## config.mk

```make
export PLATFORM = sky130hd
export DESIGN_NAME = ptr_ram
export DESIGN_NICKNAME = d
export VERILOG_FILES = /design/src/rtl/ptr_ram_pkg.sv /design/src/rtl/ptr_ram_mem.sv /design/src/rtl/ptr_ram.sv
export SDC_FILE = /design/constraint.sdc
export NUM_CORES = 1
export LEC_CHECK = 0
export ABC_AREA = 1
export CORE_ASPECT_RATIO = 0.6
export CORE_MARGIN = 2
export CORE_UTILIZATION = 40
export DETAILED_ROUTE_END_ITERATION = 7
export DONT_BUFFER_PORTS = 1
export SYNTH_ARGS = -nofsm -noshare
export SYNTH_HDL_FRONTEND = slang
export SYNTH_SLANG_ARGS = --single-unit
```

## constraint.sdc

```tcl
create_clock -name clk -period 2.97 [get_ports clk]
set_clock_uncertainty 0.2 [all_clocks]
set_input_delay 0.594 -clock clk [delete_from_list [all_inputs] [get_ports clk]]
set_output_delay 0.594 -clock clk [all_outputs]
set_load 0.005 [all_outputs]
```

## src/rtl/ptr_ram_pkg.sv

```systemverilog
// ptr_ram_pkg: command and state types shared by the ptr_ram block.
package ptr_ram_pkg;
   typedef enum logic [1:0] {
      PTR_RAM_LOAD_PTR = 2'd0,
      PTR_RAM_READ     = 2'd1,
      PTR_RAM_WRITE    = 2'd2
   } ptr_ram_op_t;
   typedef enum logic [1:0] {
      IDLE     = 2'd0,
      RD_FETCH = 2'd1,
      RD_DATA  = 2'd2,
      WR       = 2'd3
   } ptr_ram_state_t;
endpackage

```

## src/rtl/ptr_ram_mem.sv

```systemverilog
// ptr_ram_mem: one write port, one registered read port; the array itself is never reset.
module ptr_ram_mem #(
   parameter int DEPTH     = 32,
   parameter int WIDTH     = 8,
   parameter int ADDR_BITS = 5
) (
   input  logic                 clk,
   input  logic                 rst,
   input  logic                 we,
   input  logic [ADDR_BITS-1:0] waddr,
   input  logic [WIDTH-1:0]     wdata,
   input  logic                 re,
   input  logic [ADDR_BITS-1:0] raddr,
   output logic [WIDTH-1:0]     rdata
);
   logic [WIDTH-1:0] mem [DEPTH];
   always_ff @(posedge clk)
      if (we) mem[waddr] <= wdata;
   always_ff @(posedge clk or negedge rst)
      if (!rst) rdata <= '0;
      else if (re) rdata <= mem[raddr];
endmodule

```

## src/rtl/ptr_ram.sv

```systemverilog
// ptr_ram: pointer-addressed RAM with burst read/write commands and a wrapping pointer.
// Define PTR_RAM_PARITY_EN to store an even-parity bit per word and report it on rd_err.
module ptr_ram
   import ptr_ram_pkg::*;
#(
   parameter int DEPTH     = 32,
   parameter int DATA_BITS = 8,
   localparam int ADDR_BITS = (DEPTH > 2) ? $clog2(DEPTH) : 1
) (
   input  logic                 clk,
   input  logic                 rst,
   input  logic                 cmd_valid,
   output logic                 cmd_ready,
   input  ptr_ram_op_t          cmd_op,
   input  logic [ADDR_BITS-1:0] cmd_addr,
   input  logic [ADDR_BITS-1:0] cmd_len,
   input  logic                 wr_valid,
   output logic                 wr_ready,
   input  logic [DATA_BITS-1:0] wr_data,
   output logic                 rd_valid,
   input  logic                 rd_ready,
   output logic [DATA_BITS-1:0] rd_data,
   output logic [ADDR_BITS-1:0] ptr,
   output logic                 busy
`ifdef PTR_RAM_PARITY_EN
   ,
   output logic                 rd_err
`endif
);
   localparam logic [ADDR_BITS-1:0] LAST    = ADDR_BITS'(DEPTH - 1);
   localparam logic [ADDR_BITS:0]   DEPTH_W = (ADDR_BITS + 1)'(DEPTH);
`ifdef PTR_RAM_PARITY_EN
   localparam int WIDTH = DATA_BITS + 1;
`else
   localparam int WIDTH = DATA_BITS;
`endif
   ptr_ram_state_t state, state_nxt;
   logic [ADDR_BITS-1:0] remaining, rem_nxt, ptr_nxt, ptr_inc;
   logic cmd_fire, beat, last;
   logic [WIDTH-1:0] wdata, rdata;
   assign cmd_ready = state == IDLE;
   assign busy      = state != IDLE;
   assign wr_ready  = state == WR;
   assign rd_valid  = state == RD_DATA;
   assign cmd_fire  = cmd_valid && cmd_ready;
   assign beat      = (wr_ready && wr_valid) || (rd_valid && rd_ready);
   assign last      = remaining == '0;
   // Explicit wrap so non-power-of-two depths never leave the array.
   assign ptr_inc   = (ptr == LAST) ? '0 : ptr + 1'b1;
   always_comb begin
      ptr_nxt = beat ? ptr_inc
              : (cmd_fire && cmd_op == PTR_RAM_LOAD_PTR && {1'b0, cmd_addr} < DEPTH_W) ? cmd_addr
              : ptr;
      rem_nxt = (cmd_fire && (cmd_op == PTR_RAM_READ || cmd_op == PTR_RAM_WRITE)) ? cmd_len
              : (beat && !last) ? remaining - 1'b1
              : remaining;
      state_nxt = state;
      case (state)
         IDLE:     state_nxt = !cmd_fire ? IDLE
                             : (cmd_op == PTR_RAM_READ) ? RD_FETCH
                             : (cmd_op == PTR_RAM_WRITE) ? WR : IDLE;
         RD_FETCH: state_nxt = RD_DATA;
         RD_DATA:  state_nxt = !beat ? RD_DATA : last ? IDLE : RD_FETCH;
         WR:       state_nxt = !beat ? WR : last ? IDLE : WR;
         default:  state_nxt = IDLE;
      endcase
   end
   always_ff @(posedge clk or negedge rst) begin
      if (!rst) begin
         state     <= IDLE;
         ptr       <= '0;
         remaining <= '0;
      end else begin
         state     <= state_nxt;
         ptr       <= ptr_nxt;
         remaining <= rem_nxt;
      end
   end
`ifdef PTR_RAM_PARITY_EN
   assign wdata   = {^wr_data, wr_data};
   assign rd_data = rdata[DATA_BITS-1:0];
   assign rd_err  = rd_valid && ^rdata;
`else
   assign wdata   = wr_data;
   assign rd_data = rdata;
`endif
   // rdata only changes on the fetch cycle, so rd_data holds between beats.
   ptr_ram_mem #(.DEPTH(DEPTH), .WIDTH(WIDTH), .ADDR_BITS(ADDR_BITS)) u_mem (
      .clk   (clk),
      .rst   (rst),
      .we    (wr_ready && wr_valid),
      .waddr (ptr),
      .wdata (wdata),
      .re    (state == RD_FETCH),
      .raddr (ptr),
      .rdata (rdata)
   );
endmodule

```

==> metrics.txt, run 1 <==
status finished with violations; failing checks DRC; period utilisation layout 0.821; CP bufs+invs 3; Top FF cell, synth edfxtp_1; overall routing resource usage 0.201; Final min period 2.44 ns; RSZ-0062 raised after global routing false; initial core utilization 0.408; final setup vio count 0; slew at the pin closest to its max-slew limit 0.738 ns; nets@finish 1298; Fin. Hold Viols 0; maximum fanout along the worst path 84; number of flops mapped to enable cells by yosys 256; asr flop ratio synth 0.0725; core footprint 30000 µm²; Worst-path clk slew 0.07 ns; Cells after Synth 1224; Rel. slew slack 0.506; first-pass GRT wire length 48800 µm; critical-path cell with the highest stage delay dfrtp_4; post-CTS setup buffers 0; root buffer cell clkbuf_16; fin worst setup slack 0.531 ns; fillcell total 2835; largest net degree at the start of global routing 85; Net Sw Power 4.46 mW; Avg WL per Cell 18.5 µm; share of layout cells above drive strength 1 0.0896; Layout area overhead 13.7%; leakage power 5.97 nW; DR pass1 iterations 8; via count 8396; die width 230 µm; Synth top area share 0.629; die height 139 µm; CTS resizes 0; CP endpoint kind flop; setup TNS 0 ns; synth unique cells 28; Reg power frac 0.397; CP arrival 2.67 ns; gr ovfl total 0; vias in the first global route 8022; combinational share of power 0.330; ANT cells 0; Fmax 0.410 GHz; num ports 42; row count 49; final wirelength 31300 µm; clk sinks 276; antenna violations before repair 0; initial DRC count 1008; synthesized area 12200 µm²; clk_lat worst skew 0.55 ns; Max clock buf depth 3; Final Wtd Congestion 0.834; most used cell, CP nand2_1; Die ar. 32000 µm²; Synth area leaders edfxtp_1 (63%), nand2_1 (13%), inv_1 (6.0%); CP delay by family, top simple AND/OR/NAND/NOR gates; Switching Fraction 0.375; Hold Worst Slack 0.0265 ns; Num CTS Buffers 25; Pwr Density 857 nW/µm²; Max stage delay on crit path 0.62 ns; Clock Power Share 0.273; H-tree levels 1; Max Cap Viol 0; syn_area_per_cell 9.99 µm²; Max Transition Viols Final 0; pre-CTS WS 0.597 ns; Int Power 7.44 mW; cell taking the most area after synthesis edfxtp_1; Critical Path RT 3.20 ns; top cells by count, synth nand2_1 (419), edfxtp_1 (256), inv_1 (197); sequential-to-total area share from yosys stat 0.670; ANT nets after route 0; IO buf count 0; Synth warnings 0; non-filler cells, final 1691; Net Count, Synth 1257; Hold Crit Class in -> reg; CP Launch Type flop; dpl cells 1635; DRC 4; Peak VDD IR 584 µV; DP HPWL 19600 µm; CTS tree built; top-count cell post-synth nand2_1; via density per instance 4.97; sequence of cells on the critical path inv_4 > buf_12 > nand2_1 > nand3_1 > nand2_1 > nand2_1 > nand2_1 > nor2_1 > nand3_1 > nand2_1 > inv_1; critical path class reg -> reg; #FFs+latches synth 276
[layer usage]
layer / GRT usage / up-vias / share of wire / wire length [µm]
met3: 0.0416 / 33 / 0.086 / 2700
met4: 0.0363 / 0 / 0.013 / 407
met2: 0.283 / 309 / 0.42 / 13000
li1: - / 3998 / - / -
met1: 0.319 / 4056 / 0.49 / 15200
met5: 0 / - / 0 / 0
[power groups by stage]
stage / sequential, mW / combinational [mW] / clock (mW)
6_report: 4.73 / 3.94 / 3.25
5_1_grt: 4.74 / 4.40 / 3.46
3_3_place_gp: 4.80 / 3.76 / 0
4_1_cts: 4.72 / 3.89 / 3.32
2_1_floorplan: 4.63 / 2.80 / 0
3_5_place_dp: 4.81 / 3.77 / 0
[path summary, 6_finish.rpt]
check	start	endpoint	slack, ns	cells after the start
max	ptr[0]$_DFFE_PN0P_	u_mem.rdata[0]$_DFFE_PN0P_	0.53	11
min	cmd_addr[1]	ptr[1]$_DFFE_PN0P_	0.03	2
max reg2reg	ptr[0]$_DFFE_PN0P_	u_mem.rdata[0]$_DFFE_PN0P_	0.53	11
min reg2reg	remaining[4]$_DFFE_PN0P_	remaining[4]$_DFFE_PN0P_	0.34	2
max in group asynchronous	rst	ptr[0]$_DFFE_PN0P_	2.10	2
min in group asynchronous	rst	u_mem.rdata[5]$_DFFE_PN0P_	0.29	2
[worst reg2reg max path: cells and delay by family (launching register included)]
family / cells / cell delay, ns
and+or+nand+nor: 8 / 0.98
buffers and inverters: 3 / 0.54
DFF: 1 / 0.62
[cell type report]
type	count	area [µm²]	share of cell area
Sequential cell	276	8190	0.589
Multi-Input combinational cell	699	3030	0.218
Inverter	203	767	0.0552
Clock buffer	33	666	0.0479
Timing Repair Buffer	60	593	0.0427
Tap cell	408	510	0.0367
Clock inverter	12	135	0.00972
[per-stage QoR]
step	cell area (µm²)	utilization	power, mW
2_1_floorplan	12200	-	7.43
3_3_place_gp	12900	0.430	8.57
3_5_place_dp	12900	0.430	8.58
4_1_cts	13900	0.464	11.9
5_1_grt	13900	0.464	12.6
6_report	13900	0.464	11.9
[cells in the final DEF (no fill, tap or decap), drive strengths merged, types with 14 or more instances in the layout]
cell type,count
nand2,420
inv,204
a21oi,14
o21ai,31
edfxtp,256
clkbuf,33
nand3,117
buf,58
dfrtp,20
nor2,91
[kinds of logic after synthesis]
| kind of cell | count (synthesis) | synth area share |
|---|---|---|
| AO/OA/AOI/OAI | 51 | 0.0228 |
| XOR/XNOR | 1 | 0.000717 |
| adder cells (fa/ha/maj) | 8 | 0.00819 |
| buffers and inverters | 249 | 0.0821 |
| flip-flops | 276 | 0.670 |
| AND/OR/NAND/NOR | 639 | 0.216 |
[flip-flops by register name, summed over array words and instances, names as in the netlist]
signal / flops
ptr: 5
remaining: 5
state: 2
u_mem.mem: 256
u_mem.rdata: 8
[repair_timing]
action | 4_1_cts | 5_1_grt
hold buffers | 11 | 0
setup endpoints to repair | 0 | 0
endpoints found under the hold margin | 277 | 0
No activity file was read; power rests on OpenSTA's default activity.
==> inputs of run 2 (changes only) <==
clock period = 2 ns   (was 2.97 ns; I/O delays follow)
==> run 2 against run 1 <==
Compared with the run above:
- the flow finishes with violations (setup timing)
- worst setup slack worse by 0.57 ns
- via count increased by 1.3%
- critical endpoint is now u_mem.rdata[7]$_DFFE_PN0P_
- largest cell class unchanged
- count of clock-buffer cells in the layout rose by 2
- combinational power up 96%
- cell area rose by 7.5%
- total power grew 63%
- critical path type unchanged
==> metrics.txt, run 2 (synthesis gave the netlist of run 1 again) <==
Switching Fraction 0.378 (+0.00357); die width 230 µm (unchanged); status finished with violations; ANT nets after route 0 (unchanged); gr ovfl total 0 (unchanged); CP bufs+invs 4 (+1); DR pass1 iterations 5 (-3); sequence of cells on the critical path clkinv_8 > buf_12 > buf_4 > nand2_1 > nand3_1 > nand3_1 > nand2_1 > nor2_1 > nand3_1 > nand2_1 > inv_1; Final min period 2.04 ns (-0.395 ns); Critical Path RT 2.25 ns (-0.95 ns); clk_lat worst skew 0.55 ns (about the same); final setup vio count 7 (+7); critical path class reg -> reg; DP HPWL 19600 µm (about the same); Clock Power Share 0.243 (-0.030); CTS tree built; ANT cells 0 (unchanged); root buffer cell clkbuf_16; row count 49 (unchanged); Int Power 12.1 mW (+62%); Max Transition Viols Final 0 (unchanged); final core utilization 0.498 (+0.0346); nets@finish 1350 (+4.0%); vias in the first global route 8166 (+1.8%); pre-CTS WS -0.0851 ns (-0.682 ns); DRC 0 (-4); Peak VDD IR 627 µV (+7.3%); overall routing resource usage 0.199 (-0.00190); slew at the pin closest to its max-slew limit 1.01 ns (+0.268 ns); CP Launch Type flop; CP endpoint kind flop; max reg flops 256 (unchanged); Pwr Density 1300 nW/µm² (+52%); failing checks setup timing; critical-path cell with the highest stage delay dfrtp_4; RSZ-0062 raised after global routing true; largest net degree at the start of global routing 52 (-39%); most frequent cells in the layout nand2_1 (401), edfxtp_1 (256), inv_1 (193); core footprint 30000 µm² (unchanged); Reg power frac 0.359 (-0.038); fillcell total 2671 (-5.8%); Final Wtd Congestion 0.838 (+0.43%); Net Sw Power 7.35 mW (+65%); Num CTS Buffers 26 (+4.0%); share of layout cells above drive strength 1 0.156 (+0.0667); die height 139 µm (unchanged); Die ar. 32000 µm² (unchanged); IO buf count 0 (unchanged); antenna violations before repair 0 (unchanged); Max Cap Viol 0 (unchanged); initial core utilization 0.408 (unchanged); Hold Crit Class in -> reg; Layout area overhead 22.2%; Rel. slew slack 0.327 (-0.179); maximum fanout along the worst path 11 (-87%); most common library cell in the layout ignoring fill and taps nand2_1; Biggest register u_mem.mem; H-tree levels 1 (unchanged); Avg WL per Cell 18.3 µm (-1.4%); first-pass GRT wire length 48400 µm (-0.84%); Fin. Hold Viols 0 (unchanged); via density per instance 4.87 (-1.8%); Max stage delay on crit path 0.57 ns (-0.05 ns); Largest regs u_mem.mem x256, u_mem.rdata x8; Fmax 0.489 GHz (+19%); Worst-path clk slew 0.07 ns (about the same); final wirelength 31900 µm (+1.7%); Reg area 8190 µm² (about the same); Multi-input gate area 3350 µm² (+10%); CP arrival 2.29 ns (-0.38 ns); leakage power 6.31 nW (+5.7%); via count 8505 (+1.3%); combinational share of power 0.398 (+0.068); Max clock buf depth 3 (unchanged); fin worst setup slack -0.0442 ns (-0.575 ns); period utilisation layout 1.02 (+0.201); clk sinks 276 (unchanged); num ports 42 (unchanged); CP delay by family, top simple AND/OR/NAND/NOR gates; initial DRC count 912 (-9.5%)
[run 2: cell count changes in the layout (fill, tap and decap cells not counted), moves of 7 or more]
| cell | delta |
|---|---|
| nor2_2 | +11 |
| buf_12 | +13 |
| nand3_2 | +7 |
| dlygate4sd3_1 | +21 |
| buf_6 | +7 |
| nor2_4 | +19 |
| nand2_1 | -18 |
| nand3_1 | -8 |
| nor2_1 | -30 |
| nand2_2 | +16 |
[run 2: layout make-up]
type,count,share of cell area
Clock buffer,35,0.0473
Clock inverter,13,0.00578
Inverter,203,0.0520
Multi-Input combinational cell,699,0.224
Sequential cell,276,0.549
Tap cell,408,0.0342
Timing Repair Buffer,110,0.0874
Timing Repair inverter,1,0.000586
[run 2: power groups by stage]
| stage | clock network, mW | logic (mW) | registers (mW) |
|---|---|---|---|
| floorplan | 0 | 4.26 | 6.88 |
| global placement | 0 | 6.63 | 7.02 |
| detailed placement | 0 | 6.67 | 7.02 |
| CTS | 4.80 | 7.26 | 6.92 |
| global route | 5.04 | 8.50 | 6.98 |
| finish | 4.73 | 7.73 | 6.96 |
[run 2: worst reg2reg max path, cell delays in order (launching register included)]
cell and delay [ns]:
dfrtp_4 0.57, clkinv_8 0.13, buf_12 0.17, buf_4 0.16, nand2_1 0.06, nand3_1 0.07
nand3_1 0.14, nand2_1 0.12, nor2_1 0.14, nand3_1 0.09, nand2_1 0.06, inv_1 0.04
[run 2: stage by stage]
stage	setup TNS (ns)	cell area [µm²]	cells	hold WS [ns]	power, mW
4_1_cts	0	14600	1736	0.0391	19.0
2_1_floorplan	-24.58	12400	1224	-0.0956	11.1
3_3_place_gp	-0.177	13300	1651	-0.0952	13.7
5_1_grt	-3.46	14900	1745	0.111	20.5
6_report	-0.127	14900	1745	0.0817	19.4
3_5_place_dp	-0.383	13300	1651	-0.0951	13.7
[run 2: layer usage]
metal,global-route usage,share of wire,vias up
li1,-,-,4109
met1,0.316,0.49,4055
met2,0.283,0.42,291
met3,0.0336,0.071,50
met4,0.0441,0.017,0
met5,0,0,-
[run 2: what timing repair did]
action	in CTS	in global routing
hold buffers	31	0
pin swaps	0	17
hold endpoints to repair	288	0
gates cloned	3	4
endpoints found under the setup margin	70	269
resized for setup	9	63
buffers inserted	3	7
[run 2: worst paths after layout]
check | from | endpoint | slack [ns] | cells past startpoint
worst max-delay path | ptr[0]$_DFFE_PN0P_ | u_mem.rdata[7]$_DFFE_PN0P_ | -0.04 | 11
worst min-delay path | cmd_valid | state[0]$_DFF_PN0_ | 0.08 | 4
worst max register to register | ptr[0]$_DFFE_PN0P_ | u_mem.rdata[7]$_DFFE_PN0P_ | -0.04 | 11
worst min register to register | remaining[4]$_DFFE_PN0P_ | remaining[4]$_DFFE_PN0P_ | 0.34 | 2
max in group asynchronous | rst | ptr[0]$_DFFE_PN0P_ | 0.61 | 1
min in group asynchronous | rst | u_mem.rdata[3]$_DFFE_PN0P_ | 0.27 | 1
==> inputs of run 3 (changes only) <==
clock period = 2.36 ns   (was 2 ns; I/O delays follow)
==> run 3 against run 2 <==
Compared with the run above:
- the run now ends clean
- utilization decreased by 2.5 points
- first-iteration DRC count rose by 22%
- non-clock buffer count decreased by 32
- maximum frequency shrank 10%
- sequential power down 16%
- worst setup slack improved by 0.13 ns
- sequential share of layout area up 2.9 points
- register-to-register slack improved by 0.13 ns
- hold slack worse by 0.055 ns
- combinational power fell by 31%
==> metrics.txt, run 3 (synthesis gave the netlist of run 1 again) <==
initial DRC count 1117 (+22%); post-CTS setup buffers 0 (-3); die width 230 µm (unchanged); DRC 0 (unchanged); root buffer cell clkbuf_16; most common library cell in the layout ignoring fill and taps nand2_1; Final Wtd Congestion 0.849 (+1.4%); Multi-input gate area 3040 µm² (-9.2%); Fin. Hold Viols 0 (unchanged); num ports 42 (unchanged); Max clock buf depth 3 (unchanged); die height 139 µm (unchanged); share of layout cells above drive strength 1 0.101 (-0.0549); row count 49 (unchanged); leakage power 6.11 nW (-3.2%); Rel. slew slack 0.258 (-0.0693); Final min period 2.28 ns (+0.232 ns); Max Transition Viols Final 0 (unchanged); critical path class reg -> reg; antenna violations before repair 0 (unchanged); pre-CTS WS 0.181 ns (+0.266 ns); max reg flops 256 (unchanged); CTS tree built; via density per instance 4.90 (+0.55%); vias in the first global route 8019 (-1.8%); final setup vio count 0 (-7); fin worst setup slack 0.0840 ns (+0.128 ns); nets@finish 1316 (-2.5%); IO buf count 0 (unchanged); maximum fanout along the worst path 67 (+56); clk sinks 276 (unchanged); Layout area overhead 16.1%; final wirelength 32100 µm (+0.89%); H-tree levels 1 (unchanged); overall routing resource usage 0.207 (+0.00812); CP Launch Type flop; Critical Path RT 2.59 ns (+0.34 ns); most frequent cells in the layout nand2_1 (419), edfxtp_1 (256), inv_1 (196); Largest regs u_mem.mem x256, u_mem.rdata x8; Max Cap Viol 0 (unchanged); Num CTS Buffers 25 (-3.8%); CP endpoint kind flop; Die ar. 32000 µm² (unchanged); largest net degree at the start of global routing 68 (+31%); clk_lat worst skew 0.55 ns (about the same); Avg WL per Cell 18.8 µm (+3.0%); core footprint 30000 µm² (unchanged); DR pass1 iterations 5 (unchanged); Pwr Total 15.7 mW (-19%); setup TNS 0 ns (+0.127 ns); first-pass GRT wire length 50100 µm (+3.5%); final core utilization 0.473 (-0.0249); status finished clean; via count 8375 (-1.5%); initial core utilization 0.408 (unchanged); Reg area 8190 µm² (about the same); Fmax 0.439 GHz (-10%); Hold Crit Class in -> reg; period utilisation layout 0.964 (-0.0577); DP HPWL 20300 µm (+4.0%); RSZ-0062 raised after global routing false; gr ovfl total 0 (unchanged); ANT cells 0 (unchanged); Pwr Density 1110 nW/µm² (-15%); fillcell total 2774 (+3.9%); ANT nets after route 0 (unchanged); Worst-path clk slew 0.07 ns (about the same); slew at the pin closest to its max-slew limit 1.11 ns (+0.104 ns); CP arrival 2.51 ns (+0.22 ns); Biggest register u_mem.mem; Peak VDD IR 746 µV (+19%)
[run 3: changes by cell type in the layout (fill, tap and decap cells not counted), sizes merged]
cell,delta
buf,-15
bufbuf,-1
bufinv,+6
clkbuf,-10
clkinv,-3
clkinvlp,+2
dlygate4sd3,-14
inv,-1
[run 3: path summary, 6_finish.rpt]
path,from,end,slack (ns),depth (start not counted)
max,ptr[0]$_DFFE_PN0P_,u_mem.rdata[0]$_DFFE_PN0P_,0.08,11
min reg2reg,remaining[4]$_DFFE_PN0P_,remaining[4]$_DFFE_PN0P_,0.32,2
min in group asynchronous,rst,ptr[4]$_DFFE_PN0P_,0.38,1
max in group asynchronous,rst,ptr[0]$_DFFE_PN0P_,0.76,1
min,cmd_addr[2],ptr[2]$_DFFE_PN0P_,0.03,4
max reg2reg,ptr[0]$_DFFE_PN0P_,u_mem.rdata[0]$_DFFE_PN0P_,0.08,11
[run 3: layout make-up]
type | instances | share of cell area
inverters | 203 | 0.0541
repair buffers | 78 | 0.0549
clock buffers | 27 | 0.0446
flip-flops and latches | 276 | 0.577
multi-input cells | 699 | 0.214
well taps | 408 | 0.0360
clock inverters | 18 | 0.0189
[run 3: power breakdown]
group | switching (mW) | internal, mW | total [mW] | leakage [nW]
combinational | 3.73 | 1.60 | 5.33 | 3.14
clock | 1.83 | 2.70 | 4.54 | 0.432
sequential | 0.270 | 5.60 | 5.87 | 2.53
total | 5.83 | 9.91 | 15.7 | 6.11
[run 3: critical path, stage by stage, from the launching register on]
cell,delay (ns)
dfrtp_4,0.54
inv_4,0.12
buf_16,0.27
nand2_1,0.09
nand3_1,0.14
nand2_1,0.08
nand2_1,0.06
nand2_1,0.05
nor2_1,0.31
nand3_1,0.12
nand2_1,0.08
inv_1,0.04
[run 3: metal layers]
layer,share of wire,track usage
met4,0.016,0.0374
met5,0,0
met1,0.51,0.347
met2,0.39,0.275
met3,0.086,0.0375
[run 3: metrics by stage]
stage | area (µm²) | hold slack (ns) | instances
after global placement | 13000 | -0.0228 | 1647
after detailed placement | 13000 | -0.0227 | 1647
after floorplan | 12200 | -0.0236 | 1224
final | 14200 | 0.0272 | 1709
after global routing | 14200 | 0.0391 | 1709
after CTS | 14200 | 0.0125 | 1709
[run 3: timing repair]
item / in CTS / in global routing
hold endpoints to repair: 284 / 0
resized for setup: 0 / 3
hold buffers: 17 / 0
endpoints found under the setup margin: 0 / 7
